--- config.mk ---
export PLATFORM = sky130hd
export DESIGN_NAME = uart_rx_deser
export DESIGN_NICKNAME = d
export VERILOG_FILES = /design/src/rtl/uart_pkg.sv /design/src/rtl/uart_sync.sv /design/src/rtl/uart_rx_deser.sv
export SDC_FILE = /design/constraint.sdc
export NUM_CORES = 1
export LEC_CHECK = 0
export CAP_MARGIN = 20
export CORE_AREA = 2 2 97 99
export CTS_CLUSTER_DIAMETER = 50
export DETAILED_ROUTE_END_ITERATION = 8
export DIE_AREA = 0 0 99 101
export GPL_TIMING_DRIVEN = 0
export PLACE_DENSITY = 0.68
export SLEW_MARGIN = 20
export SYNTH_ARGS = -nofsm -noshare
export SYNTH_HDL_FRONTEND = slang
export SYNTH_HIERARCHICAL = 1
export SYNTH_SLANG_ARGS = --single-unit
--- constraint.sdc ---
create_clock -name clk_i -period 5.6 [get_ports clk_i]
set_input_delay 1.4 -clock clk_i [delete_from_list [all_inputs] [get_ports clk_i]]
set_output_delay 1.4 -clock clk_i [all_outputs]
set_load 0.02 [all_outputs]
--- src/rtl/uart_pkg.sv ---
// Shared UART definitions: state encodings, frame constants and datapath widths.
package uart_pkg;

    localparam int unsigned UART_DATA_BITS    = 8;
    localparam int unsigned UART_MIN_BAUD_DIV = 4;
    localparam int unsigned UART_DIV_W        = 16;
    localparam int unsigned UART_IDX_W        = $clog2(UART_DATA_BITS);

    typedef enum logic [4:0] {
        S_IDLE  = 5'b00001,
        S_START = 5'b00010,
        S_DATA  = 5'b00100,
        S_STOP  = 5'b01000,
        S_BREAK = 5'b10000
    } uart_state_e;

endpackage

--- src/rtl/uart_sync.sv ---
// Multi-flop synchronizer for an asynchronous line that idles high.
module uart_sync #(
    parameter int unsigned SYNC_STAGES = 2
) (
    input  logic clk_i,
    input  logic rstn_i,
    input  logic d_i,
    output logic q_o
);

    logic [SYNC_STAGES-1:0] sync_q;
    logic [SYNC_STAGES-1:0] sync_d;

    always_comb begin
        sync_d = {sync_q[SYNC_STAGES-2:0], d_i};
    end

    always_ff @(posedge clk_i) begin
        if (!rstn_i) begin
            sync_q <= '1;
        end else begin
            sync_q <= sync_d;
        end
    end

    assign q_o = sync_q[SYNC_STAGES-1];

endmodule

--- src/rtl/uart_rx_deser.sv ---
// 8N1 UART receiver front end: start qualification, mid-bit sampling, stop check.
module uart_rx_deser
    import uart_pkg::*;
#(
    parameter int unsigned SYNC_STAGES = 2
) (
    input  logic                      clk_i,
    input  logic                      rstn_i,
    input  logic                      rx_i,
    input  logic [UART_DIV_W-1:0]     baud_div,
    output logic [UART_DATA_BITS-1:0] dout_o,
    output logic                      rx_done_tick_o,
    output logic                      frame_err_o,
    output logic                      busy_o
);

    logic rx_s;

    uart_state_e               state_q, state_d;
    logic [UART_DIV_W-1:0]     cnt_q, cnt_d;
    logic [UART_DIV_W-1:0]     div_q, div_d;
    logic [UART_IDX_W-1:0]     idx_q, idx_d;
    logic [UART_DATA_BITS-1:0] sh_q, sh_d;
    logic [UART_DATA_BITS-1:0] dout_q, dout_d;
    logic                      tick_q, tick_d;
    logic                      ferr_q, ferr_d;
    logic                      busy_q, busy_d;

    uart_sync #(
        .SYNC_STAGES(SYNC_STAGES)
    ) u_sync (
        .clk_i (clk_i),
        .rstn_i(rstn_i),
        .d_i   (rx_i),
        .q_o   (rx_s)
    );

    // Next-state and datapath updates; pulses default low every cycle.
    always_comb begin
        state_d = state_q;
        cnt_d   = cnt_q;
        div_d   = div_q;
        idx_d   = idx_q;
        sh_d    = sh_q;
        dout_d  = dout_q;
        tick_d  = 1'b0;
        ferr_d  = 1'b0;

        case (state_q)
            S_IDLE: begin
                if (!rx_s && (baud_div >= UART_DIV_W'(UART_MIN_BAUD_DIV))) begin
                    cnt_d   = '0;
                    div_d   = baud_div;
                    state_d = S_START;
                end
            end
            S_START: begin
                cnt_d = cnt_q + UART_DIV_W'(1);
                if (cnt_q == (div_q >> 1)) begin
                    if (!rx_s) begin
                        cnt_d   = '0;
                        idx_d   = '0;
                        state_d = S_DATA;
                    end else begin
                        state_d = S_IDLE;
                    end
                end
            end
            S_DATA: begin
                cnt_d = cnt_q + UART_DIV_W'(1);
                if (cnt_q == (div_q - UART_DIV_W'(1))) begin
                    cnt_d = '0;
                    sh_d  = {rx_s, sh_q[UART_DATA_BITS-1:1]};
                    idx_d = idx_q + UART_IDX_W'(1);
                    if (idx_q == UART_IDX_W'(UART_DATA_BITS - 1)) begin
                        state_d = S_STOP;
                    end
                end
            end
            S_STOP: begin
                cnt_d = cnt_q + UART_DIV_W'(1);
                if (cnt_q == (div_q - UART_DIV_W'(1))) begin
                    cnt_d = '0;
                    if (rx_s) begin
                        dout_d  = sh_q;
                        tick_d  = 1'b1;
                        state_d = S_IDLE;
                    end else begin
                        ferr_d  = 1'b1;
                        state_d = S_BREAK;
                    end
                end
            end
            S_BREAK: begin
                // Held-low line must rise before another start can be qualified.
                if (rx_s) begin
                    state_d = S_IDLE;
                end
            end
            default: begin
                state_d = S_IDLE;
            end
        endcase

        busy_d = (state_d != S_IDLE);
    end

    always_ff @(posedge clk_i) begin
        if (!rstn_i) begin
            state_q <= S_IDLE;
            cnt_q   <= '0;
            div_q   <= '0;
            idx_q   <= '0;
            sh_q    <= '0;
            dout_q  <= '0;
            tick_q  <= 1'b0;
            ferr_q  <= 1'b0;
            busy_q  <= 1'b0;
        end else begin
            state_q <= state_d;
            cnt_q   <= cnt_d;
            div_q   <= div_d;
            idx_q   <= idx_d;
            sh_q    <= sh_d;
            dout_q  <= dout_d;
            tick_q  <= tick_d;
            ferr_q  <= ferr_d;
            busy_q  <= busy_d;
        end
    end

    assign dout_o         = dout_q;
    assign rx_done_tick_o = tick_q;
    assign frame_err_o    = ferr_q;
    assign busy_o         = busy_q;

endmodule

## Word-level counts from Yosys, hierarchy flattened

Index checks and enable logic that the tools add are counted.

- Register bits: 61
- Output and inout bits: 11
- Bits of input ports: 19
- Latch bits: 0
- Memory bits (writable): 0
- Memories: 0
- ROM bits: 0
- Logic and storage cells: 58

- Equal/unequal tests: 13
- Multiplexer cells: 20
- Divide/modulo/power cells: 0
- Shift operators: 0
- Magnitude comparators: 1
- Multipliers: 0
- Add/subtract/negate cells: 3
- Reduce and logical (&&, ||, !) cells: 11
- Bitwise logic cells: 0

Operators by type and width:

| cell | number |
|---|---|
| $mux 16 | 4 |
| $pmux 16 s3 | 1 |
| $mux 5 | 7 |
| $pmux 5 s5 | 1 |
| $add 16x1->16 const B | 1 |
| $eq 16x15->1 | 1 |
| $eq 16x16->1 | 1 |
| $ge 16x3->1 const B | 1 |
| $sub 16x1->16 const B | 1 |
| $mux 3 | 4 |
| $ne 2x2->1 const B | 4 |
| $pmux 3 s2 | 1 |
| $reduce_and 2->1 | 3 |
| $reduce_and 3->1 | 2 |
| $eq 5x1->1 const B | 1 |
| $eq 5x2->1 const B | 1 |
| $eq 5x3->1 const B | 1 |
| $eq 5x4->1 const B | 1 |
| $eq 5x5->1 const B | 1 |
| $ne 5x1->1 const B | 1 |
| $reduce_and 4->1 | 1 |
| $add 3x1->3 const B | 1 |
| $eq 3x3->1 const B | 1 |
| $reduce_bool 3->1 | 1 |
| 5 further kinds | 6 |

## Longest topological paths before layout

Gate-level depths: netlist (run 1).

- Depth after elaboration: 5
- Mapped depth: 12
- Depth with buffers taken out: 9

## Modules after synthesis

The synthesis (run 1) kept the hierarchy.

By module, submodules not included:

| module | cells each | sequential area each (um^2) | instances | area each (um^2) |
|---|---|---|---|---|
| uart_rx_deser | 451 | 1181.1 | 1 | 3428.3 |
| uart_sync | 4 | 40.0 | 1 | 52.6 |

## Worst setup path after synthesis (run 1)

Ideal clock, no wire load.

- Path kind: in2reg
- Start point: input port baud_div[11]
- End point: register cnt_q[2]
- Stages: 8
- Setup time: 0.060 ns
- Path buffers: 1
- Arrival time: 2.886 ns
- Data required time: 5.540 ns
- Setup slack: 2.654 ns
- Cell sequence: nor4_1 a41oi_1 nor2b_1 nor2_1 nor2_1 clkbuf_1 nand2_1 nand2_1

- Word-level cells in the longest chain between the ends: 4

RTL lines:

| what | line | text |
|---|---|---|
| from (decl) | uart_rx_deser.sv:10 | `input logic [UART_DIV_W-1:0] baud_div,` |
| $ge 16x3->1 | uart_rx_deser.sv:51 | `if (!rx_s && (baud_div >= UART_DIV_W'(UART_MIN_BAUD_DIV))) begin` |
| $logic_and 1x1->1 | uart_rx_deser.sv:51 |  |
| $ne 2x2->1 (no line) | -- |  |
| $reduce_and 2->1 (no line) | -- |  |
| to (signal assigned) | uart_rx_deser.sv:121 | `cnt_q <= cnt_d;` |
| to (decl) | uart_rx_deser.sv:20 | `logic [UART_DIV_W-1:0] cnt_q, cnt_d;` |

Every way passes these cells.
A chain may end at the register's enable or synchronous reset.

## Worst setup path after layout (run 1)

- Start point: input port baud_div[11]
- End point: register cnt_q[10]

Same word-level chain as after synthesis.

==> results of run 1 <==
synth_stat cells (all sizes together), types with 2 or more instances:
cell	number
a41oi	2
and2	4
xor2	24
dfxtp	61
or3	5
nand4	11
inv	6
a31oi	3
or4	2
o31a	3
ha	4
nand3b	3
clkbuf	35
nand3	35
a21oi	39
buf	6
nor4	20
o211ai	3
xnor2	11
mux2i	2
nor3	16
o21a	3
and3	2
o221ai	10
nand2	68
a211oi	4
a21o	2
nand2b	8
or2	2
o21ai	17
nor2b	11
a311oi	2
nor3b	2
nor2	15
state kept, by name, indices dropped and copies added, names as in the netlist:
signal and cells:
idx_q 3, cnt_q 16, sh_q 8, frame_err_o 1, rx_done_tick_o 1, state_q 5, busy_o 1, dout_o 8
u_sync/sync_q 2, div_q 16
report_power, final:
group | leakage (nW) | switching, mW | internal [mW]
combinational | 0.947 | 0.0686 | 0.0470
sequential | 0.493 | 0.00600 | 0.440
clock | 0.116 | 0.190 | 0.298
metal layers:
metal / global-route usage / part of all wire
met1: 0.241 / 0.47
met2: 0.304 / 0.45
met3: 0.0451 / 0.053
met4: 0.0727 / 0.027
met5: 0 / 0
worst min-delay path by stage:
stage	from	to	slack (ps)	depth (start not counted)
after detailed placement	u_sync/sync_q[0]$_SDFF_PN1_	u_sync/sync_q[1]$_SDFF_PN1_	400	1
after global routing	u_sync/sync_q[0]$_SDFF_PN1_	u_sync/sync_q[1]$_SDFF_PN1_	440	1
after floorplan	u_sync/sync_q[0]$_SDFF_PN1_	u_sync/sync_q[1]$_SDFF_PN1_	390	1
after CTS	u_sync/sync_q[0]$_SDFF_PN1_	u_sync/sync_q[1]$_SDFF_PN1_	420	1
final	u_sync/sync_q[0]$_SDFF_PN1_	u_sync/sync_q[1]$_SDFF_PN1_	410	1
after global placement	u_sync/sync_q[0]$_SDFF_PN1_	u_sync/sync_q[1]$_SDFF_PN1_	400	1
layout make-up:
class	instances	area [um2]
well taps	111	139
multi-input cells	347	2060
clock inverters	7	123
repair buffers	29	290
clock buffers	9	124
flip-flops and latches	61	1220
fillers	873	4820
plain buffers	41	180
inverters	6	22.5
stage by stage:
stage | hold slack (ps) | util | instance area [um2]
after floorplan | 386 | - | 3480
after global placement | 397 | 0.436 | 3910
after detailed placement | 398 | 0.436 | 3910
after CTS | 419 | 0.463 | 4160
after global routing | 438 | 0.463 | 4160
final | 413 | 0.463 | 4160
placed cells by master, fill, tap and decap left out, types with 5 or more instances in the layout:
cell and instances:
clkbuf_1 35, nand3_1 35, nor2_1 15, nor2b_1 11, clkbuf_8 9, inv_1 6, nor4_1 20, a21oi_1 39
dfxtp_1 61, clkdlybuf4s50_1 29, nand2b_1 8, xnor2_1 11, nor3_1 16, nand4_1 11, xor2_1 24, o21ai_0 16
or3_1 5, nand2_1 68, o221ai_1 10
critical path, stage by stage:
cell and delay, ps:
clkdlybuf4s50_1 440, nor4_1 400, a41oi_1 340, nor2b_1 340, nor2_1 110, nor2_1 310
clkbuf_1 440, nand2_1 110, nand2_1 90
cell families (layout without fill, tap and decap cells):
logic type / Yosys count / count (layout) / synth area share
AND/OR/NAND/NOR: 209 / 209 / 0.305
flip-flops: 61 / 61 / 0.351
buffers and inverters: 47 / 92 / 0.0582
XOR/XNOR: 35 / 35 / 0.0881
multiplexers: 2 / 2 / 0.00575
adder cells (fa/ha/maj): 4 / 4 / 0.0144
AO/OA/AOI/OAI: 97 / 97 / 0.178
==> metrics.md, run 1 <==
| Metric | Value |
|---|---|
| Status | `finished, final reports clean` |
| Post-synth ARST share | `0` |
| Seq/Total Area, Yosys | `0.351` |
| DP Wirelength | `roughly 6600 um` |
| DRC Markers | `0` |
| Routed wire length | `about 9100 um` |
| RSZ-0062 raised after global routing | `false` |
| Syn_nets | `approximately 480` |
| Max Root-Sink Buffers | `2` |
| Post-cts resize count | `0` |
| Slew headroom | `0.547` |
| FF-to-FF End | `cnt_q[15]$_SDFFE_PN0P_` |
| Setup Skew | `~5 ps` |
| IO buf count | `29` |
| First-pass GRT wire length | `around 15000 um` |
| R2r setup slk | `around 2100 ps` |
| GRT overflow | `0` |
| Power per Cell Area | `252 nW/um2` |
| Crit path max fanout | `10` |
| CP endpoint kind | `flop` |
| Synthesis warning total | `6` |
| # nets final | `a little over 500` |
| Starting density of the core | `0.388` |
| Biggest area consumer among synthesized cells | `dfxtp_1` |
| RD Place Congestion | `between 0.8 and 0.9` |
| Post-route insts no fill | `~610` |
| Dpl cells | `595` |
| # Max-Cap Violations | `0` |
| Root buffer cell | `clkbuf_8` |
| Die area | `between 9000 and 10000 um2` |
| Final hold vios | `0` |
| Synth Instances | `455` |
| # rows | `35` |
| Prevailing post-synth register cell | `dfxtp_1` |
| Tmin final | `around 3700 ps` |
| Post-synthesis cell area | `3480 um2` |
| Total Power | `approximately 1.0 mW` |
| H-tree depth | `3` |
| Clk Latency, worst-skew pair | `around 350 ps` |
| Number of flops mapped to enable cells by yosys | `0` |
| Fin Setup TNS | `0 ps` |
| VDD IR max | `roughly 180 uV` |
| Setup Viol. Count Final | `0` |
| Dominant cells by area after synthesis | `dfxtp_1 35%, nand2_1 7.3%, xor2_1 6.0%` |
| Worst setup path start | `baud_div[11]` |
| Worst slack after detailed placement | `between 1500 and 2000 ps` |
| TritonCTS Sinks | `61` |
| Vias after detailed routing | `3458` |
| Setup bufs post-CTS | `0` |
| Critical path data required time | `5890 ps` |
| Worst setup endpoint | `cnt_q[10]$_SDFFE_PN0P_` |
| Setup ws final | `between 1500 and 2000 ps` |
| Antenna violations before repair | `0` |
| Die X | `99 um` |
| R2r startpoint | `div_q[0]$_SDFFE_PN0P_` |
| Vias in the first global route | `3218` |
| Largest net degree at the start of global routing | `13` |
| Worst Reg-to-Reg Cells | `12` |
| Worst EP arrival | `~4000 ps` |
| Routed vias/inst | `about 5.7` |
| Tcrit/Tclk final | `0.659` |
| ANT cells | `0` |
| Number of top-level pins | `30` |
| CTS tree | `done` |
| Setup CP Type | `primary input to flop` |
| TritonCTS Buffers | `9` |
| First-pass detailed-route iteration total | `5` |
| Layout cell share with drive strength beyond 1 | `0.0560` |
| Yosys cell types | `50` |
| Post-synth top area share | `0.351` |
| Max Freq | `0.271 GHz` |
| Final Slew Violations | `0` |
| Actual slew at the worst max-slew pin | `between 600 and 700 ps` |
| Wire per inst | `about 15 um` |
| Core Region | `about 9000 um2` |
| Hold_buf cts | `0` |
| Die height | `between 100 and 150 um` |
| Layout area overhead | `19.4%` |
| Worst setup SP type | `primary input` |
| Leakage Power | `approximately 1.6 nW` |
| Worst-path clk slew | `around 70 ps` |
| GRT Total Usage | `0.187` |
| Tightest Hold Check Type | `flop to flop` |
| #FFs+latches synth | `61` |
| Post-route ant nets | `0` |
| Initial drt markers | `between 150 and 200` |
| Avg Cell Area, Syn | `7.65 um2` |
(Power assumes the default switching activity.)
==> run 2: changes to the inputs <==
--- a/config.mk
+++ b/config.mk
@@ -11,7 +11,7 @@
 export DETAILED_ROUTE_END_ITERATION = 8
 export DIE_AREA = 0 0 99 101
 export GPL_TIMING_DRIVEN = 0
-export PLACE_DENSITY = 0.68
+export PLACE_DENSITY = 0.7
 export SLEW_MARGIN = 20
 export SYNTH_ARGS = -nofsm -noshare
 export SYNTH_HDL_FRONTEND = slang
==> constraint.sdc (replaced) <==
create_clock -name clk_i -period 3.3 [get_ports clk_i]
set_input_delay 0.825 -clock clk_i [delete_from_list [all_inputs] [get_ports clk_i]]
set_output_delay 0.825 -clock clk_i [all_outputs]
set_load 0.02 [all_outputs]
==> run 2 against run 1 <==
  * Setup slack lost 1700 ps
  * Sequential share of layout area grew 0.20 points
  * Worst hold slack gained 6.6 ps
  * Routed wire length shrank 1.3%
  * Clock power grew 42%
  * Largest cell class unchanged
  * Highest routed layer unchanged
==> metrics.md, run 2 (synthesis results as in run 1) <==
| Metric | Value |
|---|---|
| Status | `finished, final reports clean` |
| Root buffer cell | `clkbuf_8` |
| VDD IR max | `311 uV (+72%)` |
| Crit path max fanout | `10 (unchanged)` |
| Vias in the first global route | `3026 (-6.0%)` |
| # nets final | `517 (-0.19%)` |
| Die area | `10000 um2 (unchanged)` |
| RSZ-0062 raised after global routing | `false` |
| CTS tree | `done` |
| First-pass GRT wire length | `15000 um (-1.0%)` |
| Max Root-Sink Buffers | `2 (unchanged)` |
| TritonCTS Sinks | `61 (unchanged)` |
| Layout cell share with drive strength beyond 1 | `0.0641 (+0.00813)` |
| Setup Viol. Count Final | `0 (unchanged)` |
| Starting density of the core | `0.388 (unchanged)` |
| Leading cell type in the layout, fill and taps excluded | `nand2_1` |
| Actual slew at the worst max-slew pin | `665 ps (-8.56 ps)` |
| Commonest cells after routing, fill and taps aside | `68 x nand2_1, 61 x dfxtp_1, 39 x a21oi_1` |
| Largest net degree at the start of global routing | `14 (+1)` |
| Worst-path clk slew | `80 ps (about the same)` |
| Post-route cell area | `4130 um2 (-0.69%)` |
| Worst setup SP type | `flop` |
| Clk Latency, worst-skew pair | `350 ps (about the same)` |
| # rows | `35 (unchanged)` |
| Post-DP Area | `3910 um2 (unchanged)` |
| Initial drt markers | `177 (+6.0%)` |
| Regs by FF count | `cnt_q (16), div_q (16)` |
| Finished Core Util | `0.460 (-0.00321)` |
| Core Region | `8980 um2 (unchanged)` |
| Final Slew Violations | `0 (unchanged)` |
| Routed vias/inst | `5.59 (-1.3%)` |
| Setup CP Type | `flop to flop` |
| Worst EP arrival | `3300 ps (-690 ps)` |
| Setup Skew | `12.5 ps (+7.52 ps)` |
| Die height | `101 um (unchanged)` |
| Tightest Hold Check Type | `flop to flop` |
| RD Place Congestion | `0.870 (-1.0%)` |
| Dpl cells | `595 (unchanged)` |
| Post-route insts no fill | `610 (-0.16%)` |
| Tcrit/Tclk final | `0.927` |
| Layout area overhead | `18.6%` |
| # Max-Cap Violations | `0 (unchanged)` |
| Max Freq | `roughly 0.33 GHz` |
| GRT Total Usage | `0.186 (-0.00177)` |
| Leakage Power | `1.55 nW (-0.61%)` |
| DRC Markers | `0 (unchanged)` |
| CP endpoint kind | `flop` |
| Tmin final | `about 3000 ps` |
| Vias after detailed routing | `3407 (-1.5%)` |
| H-tree depth | `3 (unchanged)` |
| GRT overflow | `0 (unchanged)` |
| Final hold vios | `0 (unchanged)` |
| TritonCTS Buffers | `9 (unchanged)` |
| Post-route ant nets | `0 (unchanged)` |
| Antenna violations before repair | `0 (unchanged)` |
| Die X | `99 um (unchanged)` |
| Number of top-level pins | `30 (unchanged)` |
| DP Wirelength | `6530 um (-0.74%)` |
| Routed wire length | `9000 um (-1.3%)` |
| ANT cells | `0 (unchanged)` |
| Worst slack after detailed placement | `-146 ps (-1720 ps)` |
| Power per Cell Area | `399 nW/um2 (+58%)` |
| First-pass detailed-route iteration total | `5 (unchanged)` |
| Slew headroom | `0.553 (+0.00576)` |
| IO buf count | `29 (unchanged)` |
| Critical path data required time | `3540 ps (-2350 ps)` |
| Setup ws final | `241 ps (-1670 ps)` |
| Wire per inst | `14.8 um (-1.2%)` |
-- run 2: area by class of cell --
class                   instances  area, um2
clock inverters                 7       81.3
clock buffers                   9        124
flip-flops and latches         61       1220
repair buffers                 29        290
plain buffers                  40        178
well taps                     111        139
inverters                       6       22.5
fillers                       896       4850
multi-input cells             347       2070
-- run 2: path summary, 6_finish.rpt --
path                                                  start                           to  slack (ps)  depth (start not counted)
worst max-delay path                  div_q[0]$_SDFFE_PN0P_        cnt_q[8]$_SDFFE_PN0P_         240                         11
worst max register to register        div_q[0]$_SDFFE_PN0P_        cnt_q[8]$_SDFFE_PN0P_         240                         11
worst min-delay path            u_sync/sync_q[0]$_SDFF_PN1_  u_sync/sync_q[1]$_SDFF_PN1_         420                          1
worst min register to register  u_sync/sync_q[0]$_SDFF_PN1_  u_sync/sync_q[1]$_SDFF_PN1_         420                          1
-- run 2: routing by layer --
metal,share of wire,vias up,GRT usage,routed length [um]
met2,0.46,95,0.295,4180
met1,0.47,1585,0.249,4190
li1,-,1707,-,-
met4,0.026,0,0.0832,237
met5,0,-,0,0
met3,0.044,20,0.0291,396
-- run 2: critical path: stages (launching register included) --
cell,delay (ps)
dfxtp_1,300
clkbuf_1,220
inv_1,120
ha_2,280
nor3b_2,350
a41oi_1,200
a2111o_1,380
nor3_1,270
a31oi_1,270
buf_2,280
o221ai_1,200
nand2_1,70
-- run 2: where the power goes --
| group | internal [mW] | leakage, nW | switching (mW) |
|---|---|---|---|
| Combinational | 0.0824 | 0.953 | 0.117 |
| Clock | 0.359 | 0.101 | 0.335 |
| Sequential | 0.746 | 0.493 | 0.00982 |
| Total | 1.19 | 1.55 | 0.462 |
-- run 2: repair_timing --
item                                    in CTS  in global routing
setup buffers                                0                  0
gates resized for setup                      1                  4
endpoints found under the setup margin      10                 37
hold buffers                                 0                  0
pin swaps                                    0                  0
-- run 2: stage by stage --
stage,hold WS [ps],setup TNS (ps),power (mW)
final,420,0,1.65
after global routing,444,0,1.71
after CTS,428,0,1.65
after detailed placement,404,-1310,0.965
after global placement,396,-1590,0.961
after floorplan,386,0,0.899
==> run 3: changes to the inputs <==
--- a/config.mk
+++ b/config.mk
@@ -11,7 +11,6 @@
 export DETAILED_ROUTE_END_ITERATION = 8
 export DIE_AREA = 0 0 99 101
 export GPL_TIMING_DRIVEN = 0
-export PLACE_DENSITY = 0.7
 export SLEW_MARGIN = 20
 export SYNTH_ARGS = -nofsm -noshare
 export SYNTH_HDL_FRONTEND = slang
==> constraint.sdc (replaced) <==
create_clock -name clk_i -period 2.6 [get_ports clk_i]
set_input_delay 0.65 -clock clk_i [delete_from_list [all_inputs] [get_ports clk_i]]
set_output_delay 0.65 -clock clk_i [all_outputs]
set_load 0.02 [all_outputs]
==> run 3 against run 2 <==
  * The run now ends with negative setup slack left
  * Clock-buffer cell count is 1 higher
  * Maximum frequency rose by 15%
  * Flip-flop and latch count stayed put
  * Worst hold slack better by 11 ps
  * Register-to-register slack worse by 300 ps
  * Routed wire length grew 7.5%
  * Sequential share of layout area shrank 2.1 points
==> metrics.md, run 3 (synthesis results as in run 1) <==
| Metric | Value |
|---|---|
| Worst Reg-to-Reg Cells | `9 (-2)` |
| FILL cells | `888 (-0.89%)` |
| Status | `finished, violations left` |
| Setup ws final | `-57.1 ps (-298 ps)` |
| Tmin final | `2660 ps (-402 ps)` |
| CTS tree | `done` |
| TritonCTS Sinks | `61 (unchanged)` |
| Max Freq | `0.376 GHz (+15%)` |
| GRT overflow | `0 (unchanged)` |
| Slew headroom | `0.551 (-0.00211)` |
| Tcrit/Tclk final | `1.02 (+0.0951)` |
| Worst-path clk slew | `70 ps (about the same)` |
| DP Wirelength | `6760 um (+3.5%)` |
| Die height | `101 um (unchanged)` |
| Commonest cells after routing, fill and taps aside | `68 x nand2_1, 56 x dfxtp_1, 37 x a21oi_1` |
| Post-route insts no fill | `617 (+1.1%)` |
| TritonCTS Buffers | `9 (unchanged)` |
| Power per Cell Area | `457 nW/um2 (+14%)` |
| Area of the multi-input gates | `2310 um2 (+11%)` |
| H-tree depth | `3 (unchanged)` |
| RSZ-0062 raised after global routing | `true` |
| ANT cells | `0 (unchanged)` |
| Clk Latency, worst-skew pair | `340 ps (about the same)` |
| Failing checks | `negative setup slack` |
| Number of top-level pins | `30 (unchanged)` |
| Layout cell share with drive strength beyond 1 | `0.182 (+0.118)` |
| Setup CP Type | `flop to flop` |
| Finished Core Util | `0.501 (+0.0415)` |
| Critical path data required time | `2870 ps (-670 ps)` |
| RD Place Congestion | `0.848 (-2.5%)` |
| Clock group share of total power | `0.381 (-0.040)` |
| Max Root-Sink Buffers | `2 (unchanged)` |
| Leakage Power | `1.67 nW (+8.2%)` |
| Wire per inst | `15.7 um (+6.3%)` |
| Max stage delay on crit path | `530 ps (+150 ps)` |
| IO buf count | `29 (unchanged)` |
| Vias in the first global route | `3262 (+7.8%)` |
| R2r setup slk | `-60 ps (-300 ps)` |
| Register Area | `1240 um2 (+1.3%)` |
| # rows | `35 (unchanged)` |
| Internal power | `1.46 mW (+23%)` |
| Actual slew at the worst max-slew pin | `674 ps (+9.29 ps)` |
| Dpl cells | `595 (unchanged)` |
| Post-route ant nets | `0 (unchanged)` |
| Root buffer cell | `clkbuf_8` |
| Regs by FF count | `cnt_q (16), div_q (16)` |
| Crit path max fanout | `5 (-5)` |
| First-pass detailed-route iteration total | `4 (-1)` |
| Largest net degree at the start of global routing | `18 (+4)` |
| Die area | `10000 um2 (unchanged)` |
| Path length in cells of the critical path | `9 (-2)` |
| Sequential Power Share | `0.469 (+0.011)` |
| P_sw | `0.596 mW (+29%)` |
| Worst slack after detailed placement | `-687 ps (-541 ps)` |
| Layout area overhead | `29.3%` |
| Final Slew Violations | `0 (unchanged)` |
| Cell family with most CP delay | `simple AND/OR/NAND/NOR gates` |
| Leading cell type in the layout, fill and taps excluded | `nand2_1` |
| DRC Markers | `0 (unchanged)` |
| Routed wire length | `9680 um (+7.5%)` |
| Core Region | `8980 um2 (unchanged)` |
| Tightest Hold Check Type | `flop to flop` |
| Die X | `99 um (unchanged)` |
| Initial drt markers | `182 (+2.8%)` |
| Switch share | `0.290 (+0.00960)` |
| Most common cell on crit path | `or3_4` |
| Antenna violations before repair | `0 (unchanged)` |
| Comb power frac | `0.150 (+0.029)` |
| WP buf/inv | `2 (-1)` |
| Post-route cell area | `4500 um2 (+9.0%)` |
| Worst-path cell chain | `or4_4, or3_4, or3_4, o311ai_4, and4_4, buf_12, buf_8, nand4_1, a21oi_1` |
| Setup Skew | `11.3 ps (-1.24 ps)` |
| First-pass GRT wire length | `16000 um (+7.1%)` |
| GRT Total Usage | `0.200 (+0.0145)` |
| Post-DP Area | `3970 um2 (+1.6%)` |
| Worst setup SP type | `flop` |
| Hold Crit Depth | `1 (unchanged)` |
| Vias after detailed routing | `3477 (+2.1%)` |
| Routed vias/inst | `5.64 (+0.90%)` |
| Worst EP arrival | `2930 ps (-370 ps)` |
| VDD IR max | `283 uV (-8.8%)` |
| Slowest-stage cell, CP | `or4_4` |
| Final hold vios | `0 (unchanged)` |
| # Max-Cap Violations | `0 (unchanged)` |
| # nets final | `524 (+1.4%)` |
| CP endpoint kind | `flop` |
| Starting density of the core | `0.388 (unchanged)` |
| Setup Viol. Count Final | `19 (+19)` |
| Hold_buf cts | `0 (unchanged)` |
## run 3: cell count changes in the layout (fill, tap and decap cells not counted), moves of 5 or more
cell / before / now
buf_4: 0 / 14
clkbuf_1: 33 / 20
dfxtp_1: 61 / 56
nor4_1: 20 / 15
o21ai_0: 16 / 10
o221ai_1: 10 / 0
o221ai_2: 0 / 10
## run 3: repair_timing
| item | CTS | global route |
|---|---|---|
| endpoints found under the setup margin | 48 | 46 |
| gates cloned | 2 | 0 |
| buffers inserted | 8 | 8 |
| pin swaps | 25 | 30 |
| gates resized for setup | 41 | 29 |
## run 3: metrics by stage
step	power, mW	hold WS (ps)	setup TNS (ps)
5_1_grt	2.14	450	-2370
2_1_floorplan	1.16	386	0
3_3_place_gp	1.24	398	-23630
4_1_cts	2.06	433	-1180
6_report	2.06	431	-489
3_5_place_dp	1.25	403	-24810
## run 3: power groups by stage
stage                     Combinational [mW]  Clock (mW)  Sequential [mW]
after floorplan                        0.181           0            0.979
after global placement                 0.264           0            0.981
after detailed placement               0.267           0            0.981
after CTS                              0.289       0.803            0.965
after global routing                   0.334       0.844            0.967
final                                  0.309       0.783            0.965
## run 3: metal layers
metal	share of wire	global-route usage	wire length [um]
met5	0	0	0
met4	0.013	0.0695	125
met3	0.043	0.0284	419
met2	0.47	0.328	4550
met1	0.47	0.270	4580
## run 3: path summary, 6_finish.rpt
check                               from                           to
min reg2reg  u_sync/sync_q[0]$_SDFF_PN1_  u_sync/sync_q[1]$_SDFF_PN1_
max reg2reg        div_q[4]$_SDFFE_PN0P_       dout_o[0]$_SDFFE_PN0P_
min          u_sync/sync_q[0]$_SDFF_PN1_  u_sync/sync_q[1]$_SDFF_PN1_
max                div_q[4]$_SDFFE_PN0P_       dout_o[0]$_SDFFE_PN0P_
## run 3: worst register-to-register path: cells and delay by family (launching register included)
kind,cells,cell delay [ps]
buffers and inverters,2,210
and+or+nand+nor,5,1770
DFF,1,350
AOI/OAI and AO/OA,2,240
## run 3: layout make-up
| cell class | instances | area share |
|---|---|---|
| clock inverters | 6 | 0.0100 |
| plain buffers | 30 | 0.0361 |
| multi-input cells | 347 | 0.513 |
| well taps | 111 | 0.0309 |
| inverters | 6 | 0.00500 |
| repair buffers | 46 | 0.0992 |
| flip-flops and latches | 61 | 0.275 |
| clock buffers | 10 | 0.0306 |
